File: config.mk
export PLATFORM = sky130hd
export DESIGN_NAME = uart_imem_loader
export DESIGN_NICKNAME = d
export VERILOG_FILES = /design/src/rtl/uart_imem_loader.sv
export SDC_FILE = /design/constraint.sdc
export NUM_CORES = 1
export LEC_CHECK = 0
export CAP_MARGIN = 40
export CELL_PAD_IN_SITES_DETAIL_PLACEMENT = 0
export CELL_PAD_IN_SITES_GLOBAL_PLACEMENT = 2
export CORE_MARGIN = 8
export CORE_UTILIZATION = 34
export DETAILED_ROUTE_END_ITERATION = 10
export HOLD_SLACK_MARGIN = 0.03
export PLACE_DENSITY = 0.82
export SYNTH_ARGS = -nofsm -noshare
export SYNTH_HDL_FRONTEND = slang
export SYNTH_SLANG_ARGS = --single-unit
File: constraint.sdc
create_clock -name CLK -period 2.4 [get_ports CLK]
set_input_delay 0.36 -clock CLK [delete_from_list [all_inputs] [get_ports CLK]]
set_output_delay 0.36 -clock CLK [all_outputs]
set_load 0.005 [all_outputs]
File: src/rtl/uart_imem_loader.sv
// UART bootloader: receives A5 / N / 4*N data bytes (optional checksum) and writes 32-bit words to imem.
// Latency: outputs change one CLK after the stop-bit centre sample of each byte; imem_WE is a 1-cycle pulse.
// No backpressure: the UART line cannot be stalled; bytes are consumed as they arrive. Optional: LOADER_CHECKSUM_EN.
module uart_imem_loader #(
    parameter int CLKS_PER_BIT = 434,
    parameter int MAX_WORDS    = 128,
    parameter int TIMEOUT_CLKS = 1_000_000
) (
    input  logic        CLK,
    input  logic        RST,
    input  logic        rx,
    output logic        imem_WE,
    output logic [31:0] imem_A,
    output logic [31:0] imem_WD,
    output logic        core_hold,
    output logic        load_done,
    output logic        load_error
);
    localparam logic [15:0] CPB_M1  = 16'(CLKS_PER_BIT - 1);
    localparam logic [15:0] HALF_M1 = 16'(CLKS_PER_BIT / 2 - 1);
    localparam logic [8:0]  MAXW    = 9'(MAX_WORDS);
    localparam logic [31:0] TMO     = 32'(TIMEOUT_CLKS);

    typedef enum logic [1:0] {RX_IDLE, RX_START, RX_BITS, RX_STOP} rx_state_t;
    typedef enum logic [2:0] {IDLE, COUNT, DATA,
`ifdef LOADER_CHECKSUM_EN
                              CHECK,
`endif
                              DONE, ERR} ld_state_t;

    logic        rx_meta, rx_s, rx_d;
    rx_state_t   rx_st, rx_nxt;
    logic [15:0] rx_cnt;
    logic [2:0]  bit_idx;
    logic [7:0]  rx_byte;
    logic        bit_tick, byte_valid, frame_err;

    ld_state_t   st, st_nxt;
    logic [7:0]  n_words, word_idx;
    logic [1:0]  byte_idx;
    logic [23:0] word_lo;
    logic [31:0] tmo_cnt;
    logic        in_frame, timeout, cnt_bad, last_byte;
`ifdef LOADER_CHECKSUM_EN
    logic [7:0]  csum;
`endif

    // Two-flop synchronizer plus one delay stage for falling-edge detection.
    always_ff @(posedge CLK) begin
        if (RST) begin
            rx_meta <= 1'b1;
            rx_s    <= 1'b1;
            rx_d    <= 1'b1;
        end else begin
            rx_meta <= rx;
            rx_s    <= rx_meta;
            rx_d    <= rx_s;
        end
    end

    // Receiver next-state: start check at half bit, data/stop sampled at bit centres.
    always_comb begin
        rx_nxt     = rx_st;
        byte_valid = 1'b0;
        frame_err  = 1'b0;
        bit_tick   = (rx_cnt == CPB_M1);
        case (rx_st)
            RX_IDLE:  if (rx_d && !rx_s) rx_nxt = RX_START;
            RX_START: if (rx_cnt == HALF_M1) rx_nxt = rx_s ? RX_IDLE : RX_BITS;
            RX_BITS:  if (bit_tick && bit_idx == 3'd7) rx_nxt = RX_STOP;
            RX_STOP: begin
                if (bit_tick) begin
                    rx_nxt     = RX_IDLE;
                    byte_valid = rx_s;
                    frame_err  = !rx_s;
                end
            end
            default:  rx_nxt = RX_IDLE;
        endcase
    end

    // Receiver state, bit-period counter and LSB-first shift register.
    always_ff @(posedge CLK) begin
        if (RST) begin
            rx_st   <= RX_IDLE;
            rx_cnt  <= '0;
            bit_idx <= '0;
            rx_byte <= '0;
        end else begin
            rx_st  <= rx_nxt;
            rx_cnt <= (rx_nxt != rx_st || bit_tick) ? 16'd0 : rx_cnt + 16'd1;
            if (rx_st == RX_START)
                bit_idx <= 3'd0;
            if (rx_st == RX_BITS && bit_tick) begin
                rx_byte <= {rx_s, rx_byte[7:1]};
                bit_idx <= bit_idx + 3'd1;
            end
        end
    end

    // Loader next-state; a received byte takes priority over a coincident timeout.
    always_comb begin
        st_nxt    = st;
        in_frame  = (st == COUNT) || (st == DATA);
`ifdef LOADER_CHECKSUM_EN
        in_frame  = in_frame || (st == CHECK);
`endif
        timeout   = in_frame && (tmo_cnt == TMO);
        cnt_bad   = (rx_byte == 8'd0) || ({1'b0, rx_byte} > MAXW);
        last_byte = (byte_idx == 2'd3) && (word_idx == n_words - 8'd1);
        if (byte_valid) begin
            case (st)
                COUNT:   st_nxt = cnt_bad ? ERR : DATA;
`ifdef LOADER_CHECKSUM_EN
                DATA:    if (last_byte) st_nxt = CHECK;
                CHECK:   st_nxt = (rx_byte == csum) ? DONE : ERR;
`else
                DATA:    if (last_byte) st_nxt = DONE;
`endif
                default: if (rx_byte == 8'hA5) st_nxt = COUNT;
            endcase
        end else if (in_frame && (frame_err || timeout)) begin
            st_nxt = ERR;
        end
    end

    // Loader state register.
    always_ff @(posedge CLK) begin
        if (RST) st <= IDLE;
        else     st <= st_nxt;
    end

    // Word assembly, write strobe, index bookkeeping and inter-byte timeout counter.
    always_ff @(posedge CLK) begin
        if (RST) begin
            imem_WE  <= 1'b0;
            imem_A   <= '0;
            imem_WD  <= '0;
            n_words  <= '0;
            word_idx <= '0;
            byte_idx <= '0;
            word_lo  <= '0;
            tmo_cnt  <= '0;
`ifdef LOADER_CHECKSUM_EN
            csum     <= '0;
`endif
        end else begin
            imem_WE <= 1'b0;
            tmo_cnt <= (!in_frame || byte_valid) ? 32'd0 : tmo_cnt + 32'd1;
            if (st == COUNT && byte_valid && !cnt_bad) begin
                n_words  <= rx_byte;
                word_idx <= 8'd0;
                byte_idx <= 2'd0;
`ifdef LOADER_CHECKSUM_EN
                csum     <= 8'd0;
`endif
            end
            if (st == DATA && byte_valid) begin
                byte_idx <= byte_idx + 2'd1;
`ifdef LOADER_CHECKSUM_EN
                csum     <= csum ^ rx_byte;
`endif
                case (byte_idx)
                    2'd0:    word_lo[7:0]   <= rx_byte;
                    2'd1:    word_lo[15:8]  <= rx_byte;
                    2'd2:    word_lo[23:16] <= rx_byte;
                    default: begin
                        imem_WE <= 1'b1;
                        imem_A  <= {22'd0, word_idx, 2'b00};
                        imem_WD <= {rx_byte, word_lo};
                        if (!last_byte) word_idx <= word_idx + 8'd1;
                    end
                endcase
            end
        end
    end

    assign core_hold  = (st != IDLE) && (st != DONE);
    assign load_done  = (st == DONE);
    assign load_error = (st == ERR);
endmodule

==> metrics.md, run 1 <==
| Metric | Value |
|---|---|
| Full die area | roughly 0.025 mm2 |
| TritonCTS clock tree | built |
| Cell with the largest stage delay on the worst path | sky130_fd_sc_hd__or4_1 |
| Type of the worst setup path | flip-flop to flip-flop |
| Register clock-pin slew on the reported worst setup and hold paths | approximately 0.060 ns |
| Diodes inserted | 0 |
| Worst slew pin tran | approximately 0.56 ns |
| Setup slack after placement | about 0.10 ns |
| Slew Limit Headroom | a little over three fifths |
| Via count of the first global-routing pass | between 5000 and 6000 |
| Met1 routed wirelength after detailed routing | between 8000 and 9000 um |
| Num Clock Sinks | 150 |
| Port-buffer cells | 46 |
| Placement Cell Area | roughly 0.0076 mm2 |
| Effective utilization at floorplan | 34.8% |
| Share of the cycle needed by the critical path after routing | between 90% and 100% |
| DRC Markers | 0 |
| Portion of synthesized cell area occupied by the leading cell type | between 40% and 50% |
| Antenna-violating nets left | 0 |
| Max-cap check violation count | 0 |
| Overall die height | around 160 um |
| Clock Root Buffer | sky130_fd_sc_hd__clkbuf_16 |
| First-pass GRT wire length | about 27000 um |
| FF+latch count, synth | 150 |
| Result of the run | complete, no violations |
| FF-to-FF path depth | 8 |
| Path category of the worst min-delay check | primary input to flip-flop |
| Number of unique standard cell types used by synthesis | 57 |
| Via density per instance | 4.74 |
| VDD IR-drop max | ~450 uV |
| Setup-violating endpoint count in the final report | 0 |
| Dpl hpwl | 11300 um |
| I/O pin count | 71 |
| Critical path peak fanout | 7 |
| Worst R2R End | word_idx[7] |
| Startpoint type of the worst setup path | flip-flop |
| Dpl cells | roughly 1200 |
| Area leader, netlist | sky130_fd_sc_hd__dfxtp_1 |
| Number of iterations in the first detailed-routing pass | 5 |
| Critical Path Sink Type | flip-flop |
| Startpoint of the most critical hold path | RST |
| Top metal layer carrying routed signals | met4 |
| Routed WL | 16300 um |
| Setup repair after global routing missed its margin | yes |
| Mapped Avg Cell Area | ~8 um2 |
| Leakage power | approximately 2.8 nW |
| GRT Residual Overflow | 0 |
| Die X-Extent | 158 um |
| Gate Count Post-Synth | between 800 and 900 |
| Areal power density over the cells | 654 mW/mm2 |
| Number of antenna violations at the first check in global routing | 0 |
| Amount of wire on met3 after detailed routing | approximately 530 um |
| Final-report max-slew violation count | 0 |
| Final weighted congestion of routability-driven global placement | approximately 0.75 |
| Layout area overhead | 21.4% |
| Maximum single-stage delay on the critical path | a little under 0.5 ns |
| Detailed-routed wire length on met2 | a little over 7000 um |
| Final critical-path setup slack | around 0.15 ns |
| CTS Buf Count | 17 |
| Average routed wire per standard cell | 13.7 um |
| Worst Skew | roughly 0.012 ns |
| Number of buffers inserted by post-CTS setup repair | 0 |
| Top cells by area, synth | sky130_fd_sc_hd__dfxtp_1, sky130_fd_sc_hd__nand2_1, sky130_fd_sc_hd__a21oi_1 |
| Net count, final | slightly above 900 |
| Std cell rows | 51 |
| Worst hold stages | 2 |
| Clock network latency to the later pin of the worst-skew pair | around 0.43 ns |
| First-iteration detailed-routing DRC count | roughly 340 |
| Pin count of the biggest net entering global routing | 50 |
| CTS max path bufs | 2 |
| Family with the most delay on the worst path | simple AND/OR/NAND/NOR gates |
| Non-Filler Cell Area, Final | slightly above 0.008 mm2 |
| Non-filler instance count after layout | 1187 |
| Sequence of cells on the critical path | inv_1 -> ha_1 -> and4_1 -> nand4_1 -> nor3_1 -> o31ai_2 -> or4_1 -> a21oi_1 |
| Fraction of layout instances using a drive strength above 1 | approximately a tenth |
| R2r setup slk | 0.15 ns |
| Crit path buffers/inverters | 1 |
| H-tree Lvls | 4 |
| Overall fraction of global-route tracks in use | 13.4% |
| Hold Path Sink | bit_idx[2] |
| Signal arrival time at the worst endpoint | around 2.6 ns |
| Worst EP required | about 2.8 ns |
| Floorplan Core Area | approximately 0.02 mm2 |
| Synth Cell Area | 0.00681 mm2 |
| Number of synthesized flops with an enable pin | 0 |
| Via count | between 5000 and 6000 |
| Top_reg_cell synth | sky130_fd_sc_hd__dfxtp_1 |
| Count of yosys warnings during synthesis | 0 |
| Top achievable clock speed | 444 MHz |
| Final worst path period need | roughly 2.3 ns |
| Share of synthesized registers carrying an async set or reset | 0% |
| Number of hold violations in the final report | 0 |
| Register area share after synthesis | ~44% |
| Worst R2R Start | rx_cnt[1] |
-- sequential cells by signal (all words and copies together) (netlist names), 8 cells and up --
| signal | count |
|---|---|
| word_idx | 8 |
| n_words | 8 |
| rx_cnt | 16 |
| imem_A | 8 |
| imem_WD | 32 |
| tmo_cnt | 32 |
| word_lo | 24 |
| rx_byte | 8 |
-- synthesized netlist by cell type, types with 13 or more instances --
cell type                  number
sky130_fd_sc_hd__ha_1          13
sky130_fd_sc_hd__o21ai_0       13
sky130_fd_sc_hd__dfxtp_1      150
sky130_fd_sc_hd__nand4_1       13
sky130_fd_sc_hd__inv_1         22
sky130_fd_sc_hd__a21oi_1      103
sky130_fd_sc_hd__buf_4         24
sky130_fd_sc_hd__xnor2_1       23
sky130_fd_sc_hd__nand2_1      193
sky130_fd_sc_hd__nand3_1       33
sky130_fd_sc_hd__xor2_1        23
sky130_fd_sc_hd__nor2_1        72
sky130_fd_sc_hd__clkbuf_1      35
-- cell usage in the layout, fill, tap and decap left out, types with 3 or more instances in the layout --
cell type                         Yosys  final
sky130_fd_sc_hd__nand2_1            193    193
sky130_fd_sc_hd__dfxtp_1            150    150
sky130_fd_sc_hd__a21oi_1            103    103
sky130_fd_sc_hd__nor2_1              72     72
sky130_fd_sc_hd__clkdlybuf4s50_1      0     45
sky130_fd_sc_hd__buf_4               24     39
sky130_fd_sc_hd__nand3_1             33     33
sky130_fd_sc_hd__conb_1               1     24
sky130_fd_sc_hd__xnor2_1             23     23
sky130_fd_sc_hd__xor2_1              23     23
sky130_fd_sc_hd__inv_1               22     22
sky130_fd_sc_hd__clkbuf_16            0     17
sky130_fd_sc_hd__nand4_1             13     13
sky130_fd_sc_hd__o21ai_0             13     13
sky130_fd_sc_hd__ha_1                13     13
sky130_fd_sc_hd__or3_1               10     10
sky130_fd_sc_hd__and3_1              10     10
sky130_fd_sc_hd__and4_1              10     10
sky130_fd_sc_hd__nor3_1               9      9
sky130_fd_sc_hd__and2_1               9      9
sky130_fd_sc_hd__nand2b_1             8      8
sky130_fd_sc_hd__nor4_1               7      7
sky130_fd_sc_hd__nor3b_1              7      6
sky130_fd_sc_hd__inv_8                0      6
sky130_fd_sc_hd__or2_2                5      5
sky130_fd_sc_hd__nor3_2               4      4
sky130_fd_sc_hd__mux2i_1              3      3
sky130_fd_sc_hd__nor4b_1              3      3
sky130_fd_sc_hd__nor2b_1              3      3
sky130_fd_sc_hd__inv_6                0      3
-- worst max path at each step --
stage               start           to  slack [ns]  cells past startpoint
6_report        rx_cnt[1]  word_idx[7]        0.15                      8
5_1_grt        n_words[0]  word_idx[1]       -0.01                      8
4_1_cts         rx_cnt[4]  word_idx[7]        0.08                      6
3_5_place_dp    rx_cnt[4]  word_idx[7]        0.10                      6
3_3_place_gp    rx_cnt[6]  word_idx[5]        0.12                      6
2_1_floorplan  rx_byte[6]  byte_idx[1]        0.30                      8
-- routing by layer --
metal | up-vias | track usage, %
met5 | - | 0
met4 | 0 | 4.67
met3 | 13 | 3.07
met2 | 80 | 20.6
met1 | 2605 | 18.1
li1 | 2927 | -
-- through the flow --
step / hold WS [ns] / total power [mW] / utilization (%) / setup TNS, ns
finish: 0.334 / 5.40 / 42.2 / 0
global route: 0.327 / 5.60 / 42.2 / -0.0114
CTS: 0.325 / 5.47 / 42.1 / 0
detailed placement: 0.394 / 2.65 / 38.9 / 0
global placement: 0.395 / 2.65 / 38.9 / 0
floorplan: 0.389 / 2.65 / - / 0
-- what timing repair did --
action	4_1_cts	5_1_grt
resized for setup	0	2
endpoints found under the setup margin	0	5
hold buffers	0	0
-- logic make-up after synthesis --
logic type                 count (synthesis)  synth area share [%]
buffers and inverters                     91                  6.61
AOI/OAI and AO/OA                        132                  10.4
and+or+nand+nor                          411                  29.1
muxes                                      5                 0.772
adders and majority gates                 13                  2.39
other                                      1                0.0551
DFF                                      150                  44.1
xor gates and xnor gates                  48                  6.60
-- report_power, final --
part	switching, mW	internal (mW)
Combinational	0.0637	0.0228
Sequential	0.00727	2.50
Clock	1.21	1.60
-- layout make-up --
cell class | instances | area [um2]
clock buffer | 17 | 425
clock inverter | 15 | 203
fill | 2043 | 11300
inverter | 22 | 82.6
multi-input combinational | 633 | 3460
sequential | 150 | 3000
tap | 265 | 332
timing repair buffer | 85 | 763
(Power assumes the default switching activity.)
==> inputs of run 2 (changes only) <==
--- a/config.mk
+++ b/config.mk
@@ -5,7 +5,6 @@
 export SDC_FILE = /design/constraint.sdc
 export NUM_CORES = 1
 export LEC_CHECK = 0
-export CAP_MARGIN = 40
 export CELL_PAD_IN_SITES_DETAIL_PLACEMENT = 0
 export CELL_PAD_IN_SITES_GLOBAL_PLACEMENT = 2
 export CORE_MARGIN = 8
==> constraint.sdc (replaced) <==
create_clock -name CLK -period 2.4 [get_ports CLK]
set_input_delay 0.72 -clock CLK [delete_from_list [all_inputs] [get_ports CLK]]
set_output_delay 0.72 -clock CLK [all_outputs]
set_load 0.005 [all_outputs]
==> metrics.md, run 2 (same netlist as run 1, synthesis figures left out) <==
| Metric | Value |
|---|---|
| Result of the run | complete, no violations |
| GRT Residual Overflow | 0 (unchanged) |
| Leakage power | 2.81 nW (-0.37%) |
| Met3 global-route usage | 2.77% (-0.30 points) |
| Share of the cycle needed by the critical path after routing | 95.2% (+1.3 points) |
| Number of buffers inserted for hold repair after clock tree synthesis | 0 (unchanged) |
| Setup repair after global routing missed its margin | yes |
| Footprint of the multi-input gates | 0.00346 mm2 (about the same) |
| Non-Filler Cell Area, Final | 0.00824 mm2 (-0.33%) |
| Final-layout fill cell count | 2008 (-1.7%) |
| Number of iterations in the first detailed-routing pass | 4 (-1) |
| Die X-Extent | 158 um (unchanged) |
| Final critical-path setup slack | 0.115 ns (-0.0308 ns) |
| Setup-violating endpoint count in the final report | 0 (unchanged) |
| TritonCTS clock tree | built |
| Clock Root Buffer | sky130_fd_sc_hd__clkbuf_16 |
| Areal power density over the cells | 639 mW/mm2 (-2.2%) |
| R2r setup slk | 0.11 ns (-0.03 ns) |
| Path category of the worst min-delay check | flip-flop to flip-flop |
| Via count | 5589 (-0.64%) |
| Final-report max-slew violation count | 0 (unchanged) |
| Diodes inserted | 0 (unchanged) |
| Met2 Use GR | 21.7% (+1.1 points) |
| Fraction of layout instances using a drive strength above 1 | 10.5% (+0.45 points) |
| Dpl hpwl | 11300 um (+0.67%) |
| Layout area overhead | 21.0% |
| Overall die height | 158 um (unchanged) |
| Startpoint type of the worst setup path | flip-flop |
| Worst setup path start | st[2] |
| Num Clock Sinks | 150 (unchanged) |
| First-iteration detailed-routing DRC count | 295 (-13%) |
| Total design power | 5.26 mW (-2.6%) |
| Signal arrival time at the worst endpoint | 1.57 ns (-1.04 ns) |
| DRC Markers | 0 (unchanged) |
| Type of the worst setup path | flip-flop to output port |
| Critical path peak fanout | 8 (+1) |
| H-tree Lvls | 4 (unchanged) |
| Number of antenna violations at the first check in global routing | 0 (unchanged) |
| Sequential cell area | 0.00301 mm2 (+0.12%) |
| Net count, final | 924 (-0.11%) |
| Std cell rows | 51 (unchanged) |
| Routed WL | 16500 um (+1.2%) |
| FF-to-FF path depth | 7 (-1) |
| Worst EP required | 1.68 ns (-1.08 ns) |
| Floorplan Core Area | 0.0196 mm2 (unchanged) |
| Worst R2R Start | rx_cnt[0] |
| Via count of the first global-routing pass | 5387 (+2.2%) |
| I/O pin count | 71 (unchanged) |
| Worst R2R End | word_idx[5] |
| Register clock-pin slew on the reported worst setup and hold paths | 0.07 ns (about the same) |
| Setup slack after placement | 0.113 ns (+0.0114 ns) |
| Largest registers | imem_WD (32), tmo_cnt (32), word_lo (24) |
| Antenna-violating nets left | 0 (unchanged) |
| Clock network latency to the later pin of the worst-skew pair | 0.43 ns (about the same) |
| Average routed wire per standard cell | 13.9 um (+1.3%) |
| CTS max path bufs | 2 (unchanged) |
| Worst setup path end | load_error |
| Top library cells by usage in the layout, fill and taps aside | sky130_fd_sc_hd__nand2_1, sky130_fd_sc_hd__dfxtp_1, sky130_fd_sc_hd__a21oi_1 |
| Via density per instance | 4.71 (-0.56%) |
| Full die area | 0.0248 mm2 (unchanged) |
| Max-cap check violation count | 0 (unchanged) |
| Setup total negative slack | 0 ns (unchanged) |
| Leading cell type in the layout, fill and taps excluded | sky130_fd_sc_hd__nand2_1 |
| Worst slew pin tran | 0.608 ns (+0.0445 ns) |
| VDD IR-drop max | 414 uV (-7.4%) |
| Number of hold violations in the final report | 0 (unchanged) |
| Pin count of the biggest net entering global routing | 74 (+48%) |
| Final worst path period need | 2.29 ns (+0.0308 ns) |
| GR peak layer | met2 |
| Port-buffer cells | 46 (unchanged) |
| Slew Limit Headroom | 59.5% (-3.0 points) |
| First-pass GRT wire length | 27300 um (+2.6%) |
| Overall fraction of global-route tracks in use | 13.7% (+0.28 points) |
| Worst Skew | 0.0109 ns (-0.000676 ns) |
| Final weighted congestion of routability-driven global placement | 0.759 (+1.4%) |
| Effective utilization at floorplan | 34.8% (unchanged) |
| Critical Path Sink Type | output port |
| CTS Buf Count | 17 (unchanged) |
| GR met1 Demand/Resource | 18.2% (+0.040 points) |
| Number of buffers inserted by post-CTS setup repair | 0 (unchanged) |
| Placement Cell Area | 0.00763 mm2 (about the same) |
| Top achievable clock speed | 438 MHz (-1.3%) |
## run 2: changes by cell type in the layout (fill, tap and decap cells not counted), moves of 2 or more
cell,previous run,this run
sky130_fd_sc_hd__clkinv_2,0,2
sky130_fd_sc_hd__buf_4,39,37
sky130_fd_sc_hd__dfxtp_1,150,147
sky130_fd_sc_hd__dfxtp_2,0,3
## run 2: metrics by stage
step / cells / utilization [%] / hold slack (ns)
after global routing: 1186 / 42.1 / 0.438
after CTS: 1186 / 42.0 / 0.424
after floorplan: 874 / - / 0.389
after detailed placement: 1154 / 38.9 / 0.408
after global placement: 1154 / 38.9 / 0.403
final: 1186 / 42.1 / 0.420
## run 2: worst max-delay path, cell delays in order, from the launching register on
cell and delay [ns]:
sky130_fd_sc_hd__dfxtp_2 0.39, sky130_fd_sc_hd__nor3b_2 0.22, sky130_fd_sc_hd__clkdlybuf4s50_1 0.54
## run 2: power by group
group,internal (mW),total [mW],switching [mW]
combinational,0.0231,0.0859,0.0628
sequential,2.50,2.50,0.00870
clock,1.48,2.67,1.19
## run 2: final cells by class
cell class                 count  share of cell area (%)
multi-input combinational    633                    42.0
sequential                   150                    36.5
timing repair buffer          84                    9.33
clock buffer                  17                    5.16
tap                          265                    4.02
clock inverter                15                    2.00
inverter                      22                    1.00
## run 2: worst min path at each step
stage | startpoint | to | slack [ns] | depth (start not counted)
2_1_floorplan | rx_meta | rx_s | 0.39 | 1
3_3_place_gp | rx_meta | rx_s | 0.40 | 1
3_5_place_dp | rx_meta | rx_s | 0.41 | 1
4_1_cts | rx_meta | rx_s | 0.42 | 1
5_1_grt | rx_meta | rx_s | 0.44 | 1
6_report | rx_meta | rx_s | 0.42 | 1
## run 2: repair_timing
action	in CTS	in global routing
resized for setup	2	4
endpoints found under the setup margin	1	8
endpoints found under the hold margin	0	0
## run 2: per-layer routing
layer / share of wire (%) / vias to the layer above
li1: - / 2919
met1: 51 / 2575
met2: 44 / 81
met3: 3.2 / 14
met4: 1.5 / 0
met5: 0 / -
==> inputs of run 3 (changes only) <==
--- a/config.mk
+++ b/config.mk
@@ -8,8 +8,9 @@
 export CELL_PAD_IN_SITES_DETAIL_PLACEMENT = 0
 export CELL_PAD_IN_SITES_GLOBAL_PLACEMENT = 2
 export CORE_MARGIN = 8
-export CORE_UTILIZATION = 34
+export CORE_UTILIZATION = 38
 export DETAILED_ROUTE_END_ITERATION = 10
+export DONT_BUFFER_PORTS = 1
 export HOLD_SLACK_MARGIN = 0.03
 export PLACE_DENSITY = 0.82
 export SYNTH_ARGS = -nofsm -noshare
==> metrics.md, run 3 (same netlist as run 1, synthesis figures left out) <==
| Metric | Value |
|---|---|
| Result of the run | complete, no violations |
| Via count of the first global-routing pass | 5205 (-3.4%) |
| Number of iterations in the first detailed-routing pass | 4 (unchanged) |
| Dpl hpwl | 11100 um (-2.1%) |
| Largest registers | imem_WD (32), tmo_cnt (32), word_lo (24) |
| Sequential cell area | 0.00300 mm2 (-0.12%) |
| Routed WL | 15900 um (-3.6%) |
| Worst slew pin tran | 0.539 ns (-0.0691 ns) |
| Worst hold slack across all endpoints | 0.373 ns (-0.0467 ns) |
| H-tree Lvls | 4 (unchanged) |
| Std cell rows | 49 (-3.9%) |
| R2r setup slk | 0.11 ns (about the same) |
| Register clock-pin slew on the reported worst setup and hold paths | 0.06 ns (about the same) |
| Final critical-path setup slack | 0.114 ns (-0.00142 ns) |
| Critical path peak fanout | 6 (-2) |
| Diodes inserted | 0 (unchanged) |
| Hold Path Sink | st[2] |
| Setup total negative slack | 0 ns (unchanged) |
| Dpl cells | 1067 (-7.5%) |
| Critical Path Sink Type | flip-flop |
| TritonCTS clock tree | built |
| Floorplan Core Area | 0.0178 mm2 (-9.2%) |
| Proportion of total power due to net switching | 22.8% (-1.2 points) |
| Worst R2R Start | n_words[0] |
| Max-cap check violation count | 0 (unchanged) |
| Fraction of layout instances using a drive strength above 1 | 9.77% (-0.76 points) |
| Non-filler instance count after layout | 1099 (-7.3%) |
| Overall die height | 150 um (-4.9%) |
| Final-report max-slew violation count | 0 (unchanged) |
| Proportion of power drawn by combinational gates | 1.0% (-0.6 points) |
| Sequential power share | 47.3% (-0.3 points) |
| Share of the cycle needed by the critical path after routing | 95.3% (about the same) |
| Average routed wire per standard cell | 14.5 um (+4.1%) |
| Via count | 5496 (-1.7%) |
| DRC Markers | 0 (unchanged) |
| First-iteration detailed-routing DRC count | 316 (+7.1%) |
| I/O pin count | 71 (unchanged) |
| Final worst path period need | 2.29 ns (+0.00142 ns) |
| Signal arrival time at the worst endpoint | 2.60 ns (+1.03 ns) |
| Share of total power in the clock network | 51.7% (+0.9 points) |
| FF-to-FF path depth | 9 (+2) |
| Number of antenna violations at the first check in global routing | 0 (unchanged) |
| Top library cells by usage in the layout, fill and taps aside | sky130_fd_sc_hd__nand2_1, sky130_fd_sc_hd__dfxtp_1, sky130_fd_sc_hd__a21oi_1 |
| GRT Residual Overflow | 0 (unchanged) |
| Maximum single-stage delay on the critical path | 0.39 ns (-0.15 ns) |
| Footprint of the multi-input gates | 0.00346 mm2 (unchanged) |
| Pin count of the biggest net entering global routing | 107 (+45%) |
| Worst EP required | 2.72 ns (+1.04 ns) |
| Net count, final | 873 (-5.5%) |
| Full die area | 0.0225 mm2 (-9.5%) |
| Path category of the worst min-delay check | primary input to flip-flop |
| Layout area overhead | 13.2% |
| Sequence of cells on the critical path | inv_1 -> ha_1 -> nor4b_1 -> a21oi_1 -> nand4b_1 -> o31ai_4 -> buf_4 -> mux2i_1 -> nor2_1 |
| Top achievable clock speed | 437 MHz (about the same) |
| First-pass GRT wire length | 26300 um (-3.7%) |
| Cell with the largest stage delay on the worst path | sky130_fd_sc_hd__o31ai_4 |
| Worst R2R End | word_idx[1] |
| Num Clock Sinks | 150 (unchanged) |
| Setup-violating endpoint count in the final report | 0 (unchanged) |
| VDD IR-drop max | 489 uV (+18%) |
| Overall fraction of global-route tracks in use | 14.5% (+0.76 points) |
| Worst Skew | 0.00893 ns (-0.00194 ns) |
| Leading cell type in the layout, fill and taps excluded | sky130_fd_sc_hd__nand2_1 |
| CTS Buf Count | 17 (unchanged) |
| Startpoint type of the worst setup path | flip-flop |
| Type of the worst setup path | flip-flop to flip-flop |
| CTS max path bufs | 2 (unchanged) |
| Worst hold stages | 1 (unchanged) |
| Clock Root Buffer | sky130_fd_sc_hd__clkbuf_16 |
| Final-layout fill cell count | 1833 (-8.7%) |
| Internal power consumption | 4.09 mW (+2.2%) |
| Antenna-violating nets left | 0 (unchanged) |
| Setup repair after global routing missed its margin | yes |
| Port-buffer cells | 0 (-100%) |
| Number of hold violations in the final report | 0 (unchanged) |
| Die X-Extent | 150 um (-4.9%) |
| Slew Limit Headroom | 64.1% (+4.6 points) |
| Areal power density over the cells | 687 mW/mm2 (+7.5%) |
| Setup slack after placement | 0.141 ns (+0.0282 ns) |
| Clock network latency to the later pin of the worst-skew pair | 0.42 ns (about the same) |
| Leakage power | 2.62 nW (-7.0%) |
| Switching power | 1.21 mW (-4.5%) |
| Startpoint of the most critical hold path | RST |
| Via density per instance | 5.00 (+6.1%) |
| Final Util | 43.4% (+1.3 points) |
| Effective utilization at floorplan | 38.3% (+3.5 points) |
| Final weighted congestion of routability-driven global placement | 0.783 (+3.1%) |
==> run 3: cell types whose count changed in the layout (fill, tap and decap cells not counted), sizes merged <==
cell	delta
clkdlybuf4s50	-45
buf	-6
clkinv	-4
clkinvlp	+3
bufinv	+1
==> run 3: cell type report <==
| class | instances | share of cell area [%] |
|---|---|---|
| repair buffers | 33 | 3.54 |
| clock buffers | 17 | 5.52 |
| flip-flops and latches | 150 | 39.0 |
| clock inverters | 15 | 2.34 |
| well taps | 229 | 3.72 |
| inverters | 22 | 1.07 |
| multi-input cells | 633 | 44.9 |
==> run 3: what timing repair did <==
action / CTS / global route
buffers inserted: 0 / 0
endpoints found under the setup margin: 0 / 1
hold buffers: 0 / 0
hold endpoints to repair: 0 / 0
gates resized for setup: 0 / 2
==> run 3: worst max path at each step <==
stage / start / endpoint / slack (ns) / depth (start not counted)
2_1_floorplan: rx_byte[6] / byte_idx[1] / 0.30 / 8
3_3_place_gp: rx_cnt[12] / word_idx[7] / 0.25 / 8
3_5_place_dp: n_words[0] / word_idx[1] / 0.14 / 9
4_1_cts: n_words[0] / word_idx[1] / 0.12 / 9
5_1_grt: n_words[0] / word_idx[1] / -0.03 / 9
6_report: n_words[0] / word_idx[1] / 0.11 / 9
==> run 3: power by group through the flow <==
| stage | Clock (mW) | Sequential, mW | Combinational (mW) |
|---|---|---|---|
| final | 2.74 | 2.50 | 0.0531 |
| after global routing | 2.94 | 2.50 | 0.0612 |
| after detailed placement | 0 | 2.56 | 0.0514 |
| after global placement | 0 | 2.56 | 0.0504 |
| after floorplan | 0 | 2.56 | 0.0898 |
| after CTS | 2.81 | 2.50 | 0.0516 |
==> run 3: critical path, delay by kind of cell, from the launching register on <==
family,cells,cell delay (ns)
buffers and inverters,2,0.25
multiplexers,1,0.17
AO/OA/AOI/OAI,2,0.51
AND/OR/NAND/NOR,3,0.74
adder cells (fa/ha/maj),1,0.18
flip-flops,1,0.34
==> run 3: metal layers <==
metal / share of wire (%) / vias to the layer above / global-route usage, %
met4: 1.2 / 0 / 4.35
li1: - / 2822 / -
met1: 47 / 2588 / 17.9
met2: 47 / 70 / 23.9
met3: 4.4 / 16 / 4.23
met5: 0 / - / 0
==> run 3: metrics by stage <==
stage / instance area (um2) / power [mW]
final: 7710 / 5.30
after global routing: 7710 / 5.50
after CTS: 7690 / 5.37
after detailed placement: 7090 / 2.61
after global placement: 7090 / 2.61
after floorplan: 6900 / 2.65
